===== config.mk =====
export PLATFORM = sky130hd
export DESIGN_NAME = dcm_speed_ctrl
export DESIGN_NICKNAME = d
export VERILOG_FILES = /design/src/rtl/dcm_speed_ctrl.sv
export SDC_FILE = /design/constraint.sdc
export NUM_CORES = 1
export LEC_CHECK = 0
export ABC_CLOCK_PERIOD_IN_PS = 1540
export CAP_MARGIN = 15
export CORE_ASPECT_RATIO = 1.1
export CORE_MARGIN = 5
export CORE_UTILIZATION = 44
export CTS_CLUSTER_DIAMETER = 120
export CTS_CLUSTER_SIZE = 14
export DETAILED_ROUTE_END_ITERATION = 10
export PLACE_DENSITY = 0.73
export SETUP_SLACK_MARGIN = 0.15
export SLEW_MARGIN = 20
export SYNTH_ARGS = -nofsm -noshare
export SYNTH_HDL_FRONTEND = slang
export SYNTH_SLANG_ARGS = --single-unit

===== constraint.sdc =====
create_clock -name clock -period 1.54 [get_ports clock]
set_input_delay 0.154 -clock clock [delete_from_list [all_inputs] [get_ports clock]]
set_output_delay 0.154 -clock clock [all_outputs]
set_load 0.05 [all_outputs]

===== src/rtl/dcm_speed_ctrl.sv =====
// dcm_speed_ctrl: speed-level configuration controller for the programmable clock divider.
//
// Arbitrates up/down/load requests, keeps the current level (0..7), drives the divider's
// prog_in/update pair and confirms every change against the divider's prog_out readback.
//
// Ports:
//   clock     in   system clock, rising edge
//   reset     in   asynchronous active-low reset
//   up        in   pulse: request level + 1 (saturating)
//   down      in   pulse: request level - 1 (saturating)
//   load      in   pulse: request level = load_val (highest priority)
//   load_val  in   [2:0] level for load
//   dcm_prog  in   [2:0] readback from the divider
//   prog_sel  out  [2:0] level being or last programmed
//   update    out  divider update strobe, high HOLD_CYCLES cycles per transaction
//   busy      out  transaction in progress
//   done      out  pulse: transaction confirmed by readback
//   err       out  sticky readback timeout, cleared by the next confirmed transaction
//   drop      out  pulse: request discarded (busy, saturated or conflicting)
module dcm_speed_ctrl #(
   parameter logic [2:0]  DEFAULT_LEVEL = 3'd0,
   parameter int unsigned HOLD_CYCLES   = 2,
   parameter int unsigned ACK_TIMEOUT   = 16
) (
   input  logic       clock,
   input  logic       reset,
   input  logic       up,
   input  logic       down,
   input  logic       load,
   input  logic [2:0] load_val,
   input  logic [2:0] dcm_prog,
   output logic [2:0] prog_sel,
   output logic       update,
   output logic       busy,
   output logic       done,
   output logic       err,
   output logic       drop
);

   localparam int unsigned HoldW = (HOLD_CYCLES > 1) ? $clog2(HOLD_CYCLES) : 1;
   localparam int unsigned AckW  = (ACK_TIMEOUT > 1) ? $clog2(ACK_TIMEOUT) : 1;
   localparam logic [HoldW-1:0] HoldLast = HoldW'(HOLD_CYCLES - 1);
   localparam logic [AckW-1:0]  AckLast  = AckW'(ACK_TIMEOUT - 1);

   typedef enum logic [1:0] {StInit, StIdle, StApply, StWaitAck} state_e;

   state_e           state_q, state_d;
   logic [2:0]       prog_sel_q, prog_sel_d;
   logic             update_q, update_d;
   logic             busy_q, busy_d;
   logic             done_q, done_d;
   logic             err_q, err_d;
   logic             drop_q, drop_d;
   logic [HoldW-1:0] hold_cnt_q, hold_cnt_d;
   logic [AckW-1:0]  ack_cnt_q, ack_cnt_d;

   logic             any_req;
   logic             accept;
   logic [2:0]       target;

   assign any_req = up | down | load;

   // Request arbitration in IDLE: load wins, otherwise exactly one of up/down, saturating.
   always_comb begin
      accept = 1'b0;
      target = prog_sel_q;
      if (load) begin
         accept = 1'b1;
         target = load_val;
      end else if (up && !down) begin
         if (prog_sel_q != 3'd7) begin
            accept = 1'b1;
            target = prog_sel_q + 3'd1;
         end
      end else if (down && !up) begin
         if (prog_sel_q != 3'd0) begin
            accept = 1'b1;
            target = prog_sel_q - 3'd1;
         end
      end
   end

   always_comb begin
      state_d    = state_q;
      prog_sel_d = prog_sel_q;
      update_d   = 1'b0;
      busy_d     = busy_q;
      done_d     = 1'b0;
      err_d      = err_q;
      drop_d     = 1'b0;
      hold_cnt_d = hold_cnt_q;
      ack_cnt_d  = ack_cnt_q;

      case (state_q)
         StInit: begin
            drop_d     = any_req;
            state_d    = StApply;
            prog_sel_d = DEFAULT_LEVEL;
            update_d   = 1'b1;
            busy_d     = 1'b1;
            hold_cnt_d = '0;
         end
         StIdle: begin
            if (accept) begin
               state_d    = StApply;
               prog_sel_d = target;
               update_d   = 1'b1;
               busy_d     = 1'b1;
               hold_cnt_d = '0;
            end else begin
               drop_d = any_req;
            end
         end
         StApply: begin
            drop_d = any_req;
            if (hold_cnt_q == HoldLast) begin
               state_d   = StWaitAck;
               ack_cnt_d = '0;
            end else begin
               update_d   = 1'b1;
               hold_cnt_d = hold_cnt_q + 1'b1;
            end
         end
         StWaitAck: begin
            drop_d = any_req;
            if (dcm_prog == prog_sel_q) begin
               state_d = StIdle;
               done_d  = 1'b1;
               err_d   = 1'b0;
               busy_d  = 1'b0;
            end else if (ack_cnt_q == AckLast) begin
               // prog_sel keeps the attempted level so software can see what failed.
               state_d = StIdle;
               err_d   = 1'b1;
               busy_d  = 1'b0;
            end else begin
               ack_cnt_d = ack_cnt_q + 1'b1;
            end
         end
         default: begin
            state_d = StInit;
         end
      endcase
   end

   always_ff @(posedge clock or negedge reset) begin
      if (!reset) begin
         state_q    <= StInit;
         prog_sel_q <= 3'd0;
         update_q   <= 1'b0;
         busy_q     <= 1'b0;
         done_q     <= 1'b0;
         err_q      <= 1'b0;
         drop_q     <= 1'b0;
         hold_cnt_q <= '0;
         ack_cnt_q  <= '0;
      end else begin
         state_q    <= state_d;
         prog_sel_q <= prog_sel_d;
         update_q   <= update_d;
         busy_q     <= busy_d;
         done_q     <= done_d;
         err_q      <= err_d;
         drop_q     <= drop_d;
         hold_cnt_q <= hold_cnt_d;
         ack_cnt_q  <= ack_cnt_d;
      end
   end

   assign prog_sel = prog_sel_q;
   assign update   = update_q;
   assign busy     = busy_q;
   assign done     = done_q;
   assign err      = err_q;
   assign drop     = drop_q;

endmodule


### Yosys cells after proc, flatten, opt, wreduce, memory -nomap -nowiden

Cells that the tools add are included.

* word-level logic and storage cells: 84
* bits in writable memories: 0
* bits in latches: 0
* output and inout bits: 8
* memories: 0
* ROM bits: 0
* register bits after elaboration: 15
* input port bits: 11

* divide/modulo/power cells: 0
* $lt $le $gt $ge: 0
* reduce and logical (&&, ||, !) cells: 18
* shifts and indexed selects: 0
* mux-type cells: 37
* multipliers: 0
* eq/ne operators: 14
* add/sub/neg operators: 4
* bitwise gates (word level): 2

Operators by type and width (number)
* 3-bit two-way mux: 6
* 1-bit two-way mux: 17
* 4-bit two-way mux: 3
* 4-bit != test (second input constant): 3
* 1-bit one-hot mux with 3 select lines: 3
* 3-bit nonzero test: 3
* 2-bit two-way mux: 4
* 2-bit != test (second input constant): 4
* 2-bit one-hot mux with 4 select lines: 1
* 4-bit one-hot mux with 2 select lines: 1
* 3-bit != test (second input constant): 2
* 3-bit one-hot mux with 2 select lines: 1
* 3-bit AND reduction: 2
* 2-bit nonzero test: 3
* 5-bit AND reduction: 1
* 4-bit by 1-bit adder with 4-bit output (second input constant): 1
* 2-bit equality test (second input constant): 2
* 4-bit equality test (second input constant): 1
* 2-bit AND reduction: 2
* 4-bit AND reduction: 1
* 3-bit by 1-bit adder with 3-bit output (second input constant): 1
* 3-bit equality test: 1
* 3-bit OR reduction: 1
* 3-bit by 1-bit subtractor with 3-bit output (second input constant): 1
* other kinds (7): 10

### Logic depth before layout (Yosys ltp)

* word-level depth: 7
* depth in mapped cells: 8
* depth with buffers taken out: 8

### Worst setup path after synthesis

OpenSTA, ideal clock, no wires.

* path kind: register to register
* start point: reg prog_sel_q[0] (netlist: prog_sel[0])
* end point: reg update_q (netlist: update)
* period minus slack after synthesis: 1.817 ns
* cell stages (with the launch flop): 5
* data required time: 1.421 ns
* data arrival time: 1.697 ns
* path buffers: 0
* setup time: 0.119 ns
* setup slack: -0.277 ns
* cells stage by stage: dfrtp_1 or4_4 a31oi_4 nand2_2 and2_1

* longest elaborated chain between the ends: 7
* elaborated cells on any way between the ends: 9
* those cells by class: eq/ne: 1; mux: 7; reduce/logical: 1

RTL lines
* from (decl): line 48 `logic [2:0] prog_sel_q, prog_sel_d;`
* from (signal assigned): line 159 `prog_sel_q <= prog_sel_d;`
* 3-bit nonzero test: line 76 `if (prog_sel_q != 3'd0) begin`
* 1-bit two-way mux: line 76
* 1-bit two-way mux: line 75 `end else if (down && !up) begin`
* 1-bit two-way mux (*): line 70 `end else if (up && !down) begin`
* 1-bit two-way mux (*): line 67 `if (load) begin`
* 1-bit two-way mux (*): line 104 `if (accept) begin`
* 1-bit one-hot mux with 3 select lines (*): line 94 `case (state_q)`
* named net update_d: line 49 `logic update_q, update_d;`
* to (signal assigned): line 160 `update_q <= update_d;`
* to (decl): line 49

Mark *: on every way through the listed nets, which the timed path passes. The rest lies on a longest branch.
A chain may end at the register's enable or synchronous reset.

### Worst setup path after layout

* start point: reg prog_sel_q[2] (netlist: prog_sel[2])
* end point: reg update_q (netlist: update)

Same word-level chain as after synthesis.

==> impl_metrics.env <==
export IMPL_syn2layout_area_growth_pct=42.0
export IMPL_final_core_util_pct=65.0
export IMPL_die_area_um2=3090
export IMPL_critPathMaxFanout=4
export IMPL_endpoint_kind="flip-flop"
export IMPL_grt_overflow=0
export IMPL_p_leak_nw=0.587
export IMPL_busiest_layer="met2"
export IMPL_cts_hold_buf=0
export IMPL_power_density_nw_per_um2=1990
export IMPL_nets=146
export IMPL_antenna_found_initial=0
export IMPL_slew_viol_final=0
export IMPL_relSlewSlack_pct=73.7
export IMPL_pwr_share_comb_pct=61.7
export IMPL_cell_internal_pwr_mw=1.38
export IMPL_crit_type="flip-flop to flip-flop"
export IMPL_n_antenna_cell=0
export IMPL_rsz0062_at_grt="yes"
export IMPL_reg2reg_depth=4
export IMPL_placement_rows=17
export IMPL_track_usage_pct=15.9
export IMPL_use_met1_pct=17.4
export IMPL_yosysUniqueCellTypes=40
export IMPL_cts_sinks=15
export IMPL_clk_latency_ns=0.29
export IMPL_cts_path_max_buffers=2
export IMPL_drive_above_1_share_pct=38.8
export IMPL_wl_per_cell_um=14.2
export IMPL_pre_cts_slack_ns=-0.541
export IMPL_yosysWarnings=0
export IMPL_worst_pin_slew_ns=0.393
export IMPL_fmax_ghz=0.630
export IMPL_violations="negative setup slack"
export IMPL_clkPwrFrac_pct=8.8
export IMPL_grt_use_met3_pct=2.06
export IMPL_pwr_share_seq_pct=29.5
export IMPL_fin_crit_ns=1.59
export IMPL_rrSetupSlack_ns=-0.05
export IMPL_p_sw_mw=1.21
export IMPL_wl_um=2230
export IMPL_skew_ns=0.0119
export IMPL_cts_tree="built"
export IMPL_fin_area_um2=1300
export IMPL_setup_slack_ns=-0.0475
export IMPL_period_share_pct=103
export IMPL_peakVddDrop_mv=1.26
export IMPL_core_um2=2000
export IMPL_synth_seq_area_share_pct=41.0
export IMPL_first_global_vias=833
export IMPL_dp_hpwl_um=1610
export IMPL_start_kind="flip-flop"
export IMPL_power_switching_fraction_pct=46.6
export IMPL_avgSynthCellArea_um2=9.83
export IMPL_portBuffers=18
export IMPL_cp_arrival_ns=1.77
export IMPL_dieWidth_um=53.5
export IMPL_gp_congestion=0.860
export IMPL_drv_cap=0
export IMPL_grt_max_degree=16
export IMPL_finalHoldViolations=0
export IMPL_drc_errors=0
export IMPL_firstDrtPassIters=4
export IMPL_fin_setup_tns_ns=-0.0770
export IMPL_dp_cells=151
export IMPL_finalSetupViolCount=4
export IMPL_ioPinCount=19
export IMPL_cts_inserted_buffers=3
export IMPL_rr_startpoint="prog_sel[2]$_DFFE_PN0P_"
export IMPL_synth_flop_cell="dfrtp_1"
export IMPL_routed_via_count=844
export IMPL_required_ns=1.72
export IMPL_grt_pass1_wl_um=3590
export IMPL_ant_nets=0
export IMPL_synth_edf_count=0
export IMPL_async_flop_share_pct=100
export IMPL_ys_seq_elements=15
export IMPL_routed_via_density=5.38
export IMPL_startpoint="prog_sel[2]$_DFFE_PN0P_"
export IMPL_reg2reg_to="update$_DFF_PN0_"
export IMPL_cts_clk_slew_worst_paths_ns=0.10
export IMPL_met2_usage_pct=27.0
export IMPL_whs_ns=0.175
export IMPL_htreeDepth=1
export IMPL_syn_num_nets=109
export IMPL_final_cells=157
export IMPL_drtIter0Drc=6
export IMPL_syn_area_um2=915
export IMPL_cts_root_buf="clkbuf_4"
export IMPL_initial_utilization_pct=45.7
export IMPL_synth_cells=93
export IMPL_hold_class="input port to async pin"
export IMPL_status="finished, violations left"
export IMPL_die_y_um=57.8
export IMPL_total_power_mw=2.59
export IMPL_dpl_cell_area_um2=1210
==> what timing repair did <==
item | CTS | global route
buffers inserted | 1 | 1
gates resized for setup | 7 | 4
pin swaps | 7 | 4
endpoints found under the setup margin | 14 | 14
==> layout by cell type, fill, tap and decap left out, types with 2 or more instances in the layout <==
master,netlist,final
nand3_1,2,2
inv_1,6,6
clkdlybuf4s50_1,0,8
a21oi_1,2,2
clkbuf_4,0,3
nand2b_1,2,2
nand4_1,2,2
dfrtp_2,0,3
ha_1,4,3
dlygate4sd2_1,0,2
xor2_1,3,3
nor2b_1,2,2
o21ai_0,6,5
dfrtp_1,15,12
o221ai_1,3,3
o211ai_1,3,3
nand2_1,15,15
buf_4,1,24
==> how the worst max path moves through the flow <==
stage / slack (ns) / to
2_1_floorplan: -0.08 / update$_DFF_PN0_
3_3_place_gp: -0.48 / update$_DFF_PN0_
3_5_place_dp: -0.54 / prog_sel[2]$_DFFE_PN0P_
4_1_cts: -0.03 / update$_DFF_PN0_
5_1_grt: -0.08 / update$_DFF_PN0_
6_report: -0.05 / update$_DFF_PN0_
==> layer usage <==
metal / vias to the layer above / wire (um)
met5: - / 0
met4: 0 / 108
met3: 9 / 94
met2: 23 / 1130
met1: 404 / 889
li1: 408 / -
==> area by class of cell <==
type,count,area [um2]
clock inverter,1,5.00
multi-input combinational,70,557
inverter,6,22.5
fill,181,701
timing repair buffer,34,278
tap,28,35.0
clock buffer,3,22.5
sequential,15,379
==> logic make-up (layout without fill, tap and decap cells) <==
| logic type | count (synthesis) | after routing | share of synthesized area [%] |
|---|---|---|---|
| AND/OR/NAND/NOR | 36 | 36 | 21.5 |
| AO/OA/AOI/OAI | 24 | 24 | 20.9 |
| flip-flops | 15 | 15 | 41.0 |
| buffers and inverters | 8 | 44 | 3.83 |
| adder cells (fa/ha/maj) | 5 | 5 | 7.66 |
| XOR/XNOR | 4 | 4 | 3.83 |
| multiplexers | 1 | 1 | 1.23 |
==> power groups by stage <==
stage	clock, mW	sequential (mW)	combinational (mW)
floorplan	0	1.01	0.703
detailed placement	0	0.765	1.45
global route	0.250	0.792	1.72
finish	0.227	0.763	1.60
global placement	0	0.761	1.41
CTS	0.233	0.761	1.50
==> sequential cells by signal, summed over array words and instances (netlist names) <==
name	count
update	1
state_q	2
drop	1
err	1
hold_cnt_q	1
prog_sel	3
ack_cnt_q	4
done	1
busy	1
==> worst max-delay path, stage by stage (launching register included) <==
cell and delay [ns]:
dfrtp_2 0.44, or4_4 0.59, a31oi_4 0.21, nand2_2 0.10
and2_4 0.14
==> cell usage after synthesis (2+ instances only) <==
master | number | share of area [%]
o211ai_1 | 3 | 2.5
nand2_1 | 15 | 6.2
dfrtp_1 | 15 | 41
or2b_2 | 2 | 1.9
ha_1 | 4 | 5.5
nor2b_1 | 2 | 1.4
nand4_1 | 2 | 1.4
o21ai_0 | 6 | 3.3
inv_1 | 6 | 2.5
xor2_1 | 3 | 2.9
nand2b_1 | 2 | 1.4
a21oi_1 | 2 | 1.1
o221ai_1 | 3 | 2.9
nand3_1 | 2 | 1.1
Power figures use the tool's default switching activity.
